## src/rtl/led_frame_tx.sv

```systemverilog
`timescale 1ns / 1ps
// led_frame_tx: walks N_LEDS zone results in address order and serialises
// them onto a WS2812-style single-wire line, followed by a latch interval.
//
// state | meaning
// IDLE  | line low, waiting for start
// FETCH | capture LED 0 into the shift register, point address at LED 1
// SEND  | drive bit periods back to back, prefetch the next LED word
// LATCH | line low for RESET_CYCLES, then done pulse
module led_frame_tx #(
  parameter int N_LEDS       = 60,
  parameter int T_BIT        = 63,
  parameter int T0H          = 20,
  parameter int T1H          = 40,
  parameter int RESET_CYCLES = 14000
) (
  input  logic        clk,
  input  logic        rst,
  input  logic        start,
  output logic [6:0]  led_addr,
  input  logic [23:0] led_data,
  output logic        dout,
  output logic        busy,
  output logic        done
);

  localparam int PH_W  = (T_BIT > 1) ? $clog2(T_BIT) : 1;
  localparam int LAT_W = (RESET_CYCLES > 1) ? $clog2(RESET_CYCLES + 1) : 1;

  localparam logic [PH_W-1:0]  PH_LAST  = PH_W'(T_BIT - 1);
  localparam logic [PH_W-1:0]  T0H_C    = PH_W'(T0H);
  localparam logic [PH_W-1:0]  T1H_C    = PH_W'(T1H);
  localparam logic [LAT_W-1:0] LAT_LAST = LAT_W'(RESET_CYCLES - 1);
  localparam logic [6:0]       LED_LAST = 7'(N_LEDS - 1);

  typedef enum logic [1:0] {IDLE, FETCH, SEND, LATCH} state_t;

  state_t            state_q, state_d;
  logic [PH_W-1:0]   phase_q, phase_d;
  logic [LAT_W-1:0]  lat_q, lat_d;
  logic [4:0]        bit_q, bit_d;
  logic [6:0]        led_q, led_d;
  logic [6:0]        addr_q, addr_d;
  logic [23:0]       shift_q, shift_d;
  logic [23:0]       nbuf_q, nbuf_d;
  logic              pf_q, pf_d;
  logic              dout_q, dout_d;
  logic              busy_q, busy_d;
  logic              done_q, done_d;

  // Next-state, counters, prefetch and line level for the coming cycle.
  always_comb begin
    state_d = state_q;
    phase_d = phase_q;
    lat_d   = lat_q;
    bit_d   = bit_q;
    led_d   = led_q;
    addr_d  = addr_q;
    shift_d = shift_q;
    nbuf_d  = nbuf_q;
    pf_d    = pf_q;
    busy_d  = busy_q;
    done_d  = 1'b0;

    case (state_q)
      IDLE: begin
        if (start) begin
          state_d = FETCH;
          addr_d  = 7'd0;
          busy_d  = 1'b1;
        end
      end
      FETCH: begin
        shift_d = led_data;
        bit_d   = 5'd23;
        led_d   = 7'd0;
        phase_d = '0;
        // A single-LED strip has nothing to prefetch; the address stays at 0.
        if (LED_LAST != 7'd0) begin
          addr_d = 7'd1;
          pf_d   = 1'b1;
        end else begin
          addr_d = 7'd0;
          pf_d   = 1'b0;
        end
        state_d = SEND;
      end
      SEND: begin
        // Read data is valid exactly one cycle after the address moved.
        if (pf_q) begin
          nbuf_d = led_data;
          pf_d   = 1'b0;
        end
        if (phase_q == PH_LAST) begin
          phase_d = '0;
          if (bit_q != 5'd0) begin
            shift_d = {shift_q[22:0], 1'b0};
            bit_d   = bit_q - 5'd1;
          end else if (led_q != LED_LAST) begin
            shift_d = nbuf_q;
            led_d   = led_q + 7'd1;
            bit_d   = 5'd23;
            if (addr_q != LED_LAST) begin
              addr_d = addr_q + 7'd1;
              pf_d   = 1'b1;
            end
          end else begin
            state_d = LATCH;
            lat_d   = LAT_LAST;
          end
        end else begin
          phase_d = phase_q + 1'b1;
        end
      end
      LATCH: begin
        if (lat_q == '0) begin
          state_d = IDLE;
          done_d  = 1'b1;
          busy_d  = 1'b0;
        end else begin
          lat_d = lat_q - 1'b1;
        end
      end
      default: state_d = IDLE;
    endcase

    // Line level is derived from the values being loaded so it lines up
    // with the state it belongs to.
    dout_d = (state_d == SEND) && (phase_d < (shift_d[23] ? T1H_C : T0H_C));
  end

  // State and datapath registers with synchronous reset.
  always_ff @(posedge clk) begin
    if (rst) begin
      state_q <= IDLE;
      phase_q <= '0;
      lat_q   <= '0;
      bit_q   <= 5'd0;
      led_q   <= 7'd0;
      addr_q  <= 7'd0;
      shift_q <= 24'd0;
      nbuf_q  <= 24'd0;
      pf_q    <= 1'b0;
      dout_q  <= 1'b0;
      busy_q  <= 1'b0;
      done_q  <= 1'b0;
    end else begin
      state_q <= state_d;
      phase_q <= phase_d;
      lat_q   <= lat_d;
      bit_q   <= bit_d;
      led_q   <= led_d;
      addr_q  <= addr_d;
      shift_q <= shift_d;
      nbuf_q  <= nbuf_d;
      pf_q    <= pf_d;
      dout_q  <= dout_d;
      busy_q  <= busy_d;
      done_q  <= done_d;
    end
  end

  assign led_addr = addr_q;
  assign dout     = dout_q;
  assign busy     = busy_q;
  assign done     = done_q;

endmodule

```

## config.mk

```make
export PLATFORM = sky130hd
export DESIGN_NAME = led_frame_tx
export DESIGN_NICKNAME = d
export VERILOG_FILES = /design/src/rtl/led_frame_tx.sv
export SDC_FILE = /design/constraint.sdc
export NUM_CORES = 1
export LEC_CHECK = 0
export ABC_AREA = 1
export CAP_MARGIN = 30
export CORE_UTILIZATION = 53
export CTS_CLUSTER_DIAMETER = 40
export CTS_CLUSTER_SIZE = 30
export DETAILED_ROUTE_END_ITERATION = 10
export GPL_ROUTABILITY_DRIVEN = 1
export HOLD_SLACK_MARGIN = 0.08
export PLACE_DENSITY_LB_ADDON = 0.12
export SETUP_SLACK_MARGIN = 0.5
export SYNTH_ARGS = -nofsm -noshare
export SYNTH_HDL_FRONTEND = slang
export SYNTH_SLANG_ARGS = --single-unit
```

## constraint.sdc

```tcl
create_clock -name clk -period 4.57 [get_ports clk]
set_input_delay 0.914 -clock clk [delete_from_list [all_inputs] [get_ports clk]]
set_output_delay 0.914 -clock clk [all_outputs]
set_load 0.01 [all_outputs]
```

-- After elaboration in Yosys (flattened, before gate mapping)
Cells that the tools add are included.
- div/mod/pow operators: 0
- magnitude comparators: 1
- reductions and logical operators: 15
- bitwise operators: 1
- equal/unequal tests: 16
- add/sub/neg operators: 5
- shift-type cells: 0
- mux-type cells: 41
- multipliers: 0
- operator list (operator ; count):
    $mux 24 ; 3
    $mux 14 ; 4
    $mux 7 ; 8
    $pmux 24 s2 ; 1
    $pmux 14 s2 ; 1
    $pmux 7 s3 ; 1
    $ne 2x2->1 const B ; 8
    $mux 5 ; 3
    $add 7x1->7 const B ; 2
    $logic_not 14->1 ; 1
    $ne 7x6->1 const B ; 2
    $pmux 7 s2 ; 1
    $sub 14x1->14 const B ; 1
    $mux 6 ; 2
    $pmux 6 s2 ; 1
    $mux 2 ; 5
    $pmux 5 s2 ; 1
    $pmux 2 s4 ; 1
    $mux 1 ; 7
    $add 6x1->6 const B ; 1
    $eq 2x2->1 const B ; 3
    $eq 6x6->1 const B ; 1
    $lt 6x6->1 ; 1
    $reduce_and 3->1 ; 2
    other kinds (15) ; 18
- memories: 0
- latch bits: 0
- register bits after elaboration: 93
- bits in writable memories: 0
- output and inout port bits: 10
- logic and storage cells: 92
- bits in read-only memories: 0
- bits of input ports: 27

-- Longest topological paths before layout
- depth after elaboration: 8
- depth in mapped cells: 15

-- Worst setup path before layout
Ideal clock, no wire load.
- path kind: reg2reg
- from: register state_q[1]
- to: register dout_q, in the netlist dout
- data arrival time: 1973 ps
- setup slack: 2527 ps
- stages on the path, launching flop included: 12
- data required time: 4500 ps
- path through: dfxtp_1 > inv_1 > ha_1 > nand2_1 > nor2_1 > nand3_1 > o21ai_0 > nor2_1 > ha_1 > a21oi_1 > nand3_1 > a21oi_1
- elaborated cells on any way between the ends: 16
- RTL lines (element ; RTL line ; source):
    start, declared ; 38 ; state_t state_q, state_d;
    start signal, assigned ; 148 ; state_q <= state_d;
    $eq 2x2->1 or $eq 2x1->1 (tied branches) ; 65 ; case (state_q)
    $pmux 6 s2 (*) ; 65 ;
    via phase_d[5] ; 39 ; logic [PH_W-1:0] phase_q, phase_d;
    $lt 6x6->1 (*) ; 129 ; dout_d = (state_d == SEND) && (phase_d < (shift_d[23] ? T1H_C : T0H_C));
    $logic_and 1x1->1 (*) ; 129 ;
    end signal, assigned ; 157 ; dout_q <= dout_d;
    end, declared ; 47 ; logic dout_q, dout_d;
The timed path passes the listed nets; every way through them passes the cells marked *.
A chain may end at the register's enable or synchronous reset.

-- Worst setup path in the final report
- from: register state_q[0]
- to: register nbuf_q[1]
- word-level cells in the longest chain between the ends: 2
- RTL lines (element ; RTL line ; source):
    $eq 2x2->1 ; 65 ;
    $reduce_and 2->1 (no line) ; - ;
    end signal, assigned ; 155 ; nbuf_q <= nbuf_d;
    end, declared ; 45 ; logic [23:0] nbuf_q, nbuf_d;
Every way passes these cells.

==> metrics.md <==
| Metric | Value |
|---|---|
| Pint | `1.25 mW` |
| Slew headroom | `39.6%` |
| Fin crit share | `61.4%` |
| Final cell count without fillers | `819` |
| Syn Area/Cell | `7.00 um^2` |
| Crit-path max cell delay | `860 ps` |
| Hold depth | `2` |
| PostCTS Resize Cnt | `0` |
| Inst Count DP | `803` |
| # hold bufs at CTS | `0` |
| Cell Rows | `34` |
| Switching Fraction | `35.9%` |
| Syn Inst Count | `686` |
| CP endpoint kind | `flip-flop` |
| Worst setup path class | `flip-flop to flip-flop` |
| Comb pwr share | `27.5%` |
| Initial antenna violation count | `0` |
| Syn-to-layout area delta | `11.9%` |
| Post-route ant nets | `0` |
| Largest net degree at the start of global routing | `52` |
| Antenna cells | `0` |
| WL met2 | `5470 um` |
| CTS clock-pin slew for the worst setup and hold paths | `100 ps` |
| Cell area power density | `362 nW/um^2` |
| Max Used Layer | `met4` |
| DRC | `0` |
| Reg2reg setup slack | `1760 ps` |
| Vias in the first global route | `4278` |
| # Post-CTS Setup Buffers | `0` |
| Number of enable flip-flop cells after synthesis | `0` |
| CTS buffer count | `9` |
| Proportion of layout cells with a drive suffix above 1 | `7.31%` |
| 1st-pass router iterations | `5` |
| Switching power | `697 uW` |
| Leakage | `2.02 nW` |
| Clk pwr share | `27.2%` |
| Crit-path cells | `inv_1 > ha_1 > nand2_1 > inv_1 > nor2_1 > nor2_1` |
| Critical path launch point type | `flip-flop` |
| Worst R2R Path Depth | `6` |
| Max H-tree Level | `3` |
| Leading cell type in the layout, fill and taps excluded | `nand2_1` |
| Die width | `97.2 um` |
| Die area | `9440 um^2` |
| Delay-heaviest family, CP | `buffers and inverters` |
| Sequential Power Share | `45.3%` |
| Number of unique standard cell types used by synthesis | `39` |
| Final #Nets | `748` |
| Die height | `97.2 um` |
| CP arrival | `3120 ps` |
| Setup TNS | `0 ps` |
| Via count | `4525` |
| CP required | `4880 ps` |
| CTS tree | `built` |
| Commonest non-fill, non-tap cells in the layout | `nand2_1, nor2_1, dfxtp_1` |
| Final Hold Vio Count | `0` |
| Initial Util | `54.8%` |
| Slew Viols, Final | `0` |
| Root Buffer | `clkbuf_8` |
| Fin util | `61.3%` |
| Clock sink count | `93` |
| Critical path depth in cells | `6` |
| # IOs | `37` |
| WL met1 | `5120 um` |
| Async set-reset flop share out of synthesis | `0%` |
| Yosys reg bits | `93` |
| Routed WL | `11200 um` |
| CORE AREA | `8760 um^2` |
| Final GP Congestion | `0.836` |
| Vias per cell | `5.53` |
| Wire length on met3 | `473 um` |
| GR Overflow Total | `0` |
| First-iteration detailed-routing DRC count | `270` |
| Endpoints failing setup | `0` |
| WP buf/inv | `2` |
| Status | `completed` |
| CP max FO | `26` |
| Longest Clk Path Bufs | `2` |
| YS warnings | `0` |
| Max-Cap Viols | `0` |
| DR WL/cell | `13.7 um` |
| Critical Path Slowest Stage Cell | `inv_1` |
| Clk_lat worst skew | `370 ps` |
| Unrepaired setup endpoints after global routing | `no` |
| Fmax | `356 MHz` |
| Design area | `5380 um^2` |
| GR Util All Layers | `24.8%` |
| Slew @ Worst Pin | `903 ps` |
| Post-synth top flop | `dfxtp_1` |
| Area of the mapped netlist | `4800 um^2` |
| Worst hold path class | `flip-flop to flip-flop` |
| HPWL Detailed | `7400 um` |
| Tmin final | `2810 ps` |
| Global-route wire length before repair | `19400 um` |
| Worst VDD drop | `0.206 mV` |
| Count of input and output buffers | `36` |
| Dpl cell area | `5190 um^2` |
| Synthesized Nets | `728` |
| Seq/Total Area, Yosys | `38.8%` |
| Fin Clk Skew | `13.5 ps` |
==> power by group through the flow <==
stage          logic [mW]  registers [mW]  clock network, mW
2_1_floorplan       0.400           0.897                  0
3_3_place_gp        0.521           0.898                  0
3_5_place_dp        0.535           0.899                  0
4_1_cts             0.538           0.880              0.539
5_1_grt             0.602           0.886              0.573
6_report            0.535           0.881              0.529
==> cells by family after synthesis <==
logic type,share of synthesized area [%]
AO/OA/AOI/OAI,19.8
XOR/XNOR,2.55
adder cells (fa/ha/maj),3.91
buffers and inverters,7.11
flip-flops,38.8
AND/OR/NAND/NOR,27.8
==> stage by stage <==
stage / setup slack [ps] / power, mW / hold slack, ps
2_1_floorplan: 2530 / 1.30 / 430
3_3_place_gp: 1620 / 1.42 / 442
3_5_place_dp: 1790 / 1.43 / 447
4_1_cts: 1770 / 1.96 / 461
5_1_grt: 1440 / 2.06 / 479
6_report: 1760 / 1.95 / 459
==> flip-flops by register name (all words and copies together) (netlist names) <==
register  count
bit_q         5
busy          1
done          1
dout          1
lat_q        14
led_addr      7
led_q         7
nbuf_q       24
pf_q          1
phase_q       6
shift_q      24
state_q       2
==> worst reg2reg max path, stage by stage (launching register included) <==
cell     delay [ps]
dfxtp_1         340
inv_1           120
ha_1            530
nand2_1         660
inv_1           880
nor2_1          110
nor2_1          130
==> worst paths after layout <==
check,from,end
setup / recovery,state_q[0],nbuf_q[1]
hold / removal,nbuf_q[23],nbuf_q[23]
setup reg to reg,state_q[0],nbuf_q[1]
hold reg to reg,nbuf_q[23],nbuf_q[23]
==> synth_stat cells, types with 5 or more instances <==
master,count,share of area (%)
ha_1,15,3.9
a21oi_1,82,8.5
dfxtp_1,93,39
buf_2,5,0.52
clkbuf_1,19,1.5
inv_2,5,0.39
nor2_1,94,7.3
inv_1,43,3.4
nand4_1,7,0.91
nand3_1,24,2.5
o21ai_0,92,9.6
nor3_1,10,1.0
nand2_1,136,11
a31oi_1,5,0.65
xor2_1,10,1.8
==> metal layers <==
layer  vias to the layer above  track usage, %
li1                       2294               -
met1                      2101            31.3
met2                       115            42.7
met3                        15            4.24
met4                         0            8.38
met5                         -               0
==> area by class of cell <==
class	count	area, um^2
Fill cell	834	3390
Multi-Input combinational cell	511	2600
Sequential cell	93	1860
Timing Repair Buffer	41	404
Inverter	50	193
Clock buffer	10	138
Tap cell	108	135
Clock inverter	6	45.0
(Power assumes the default switching activity.)
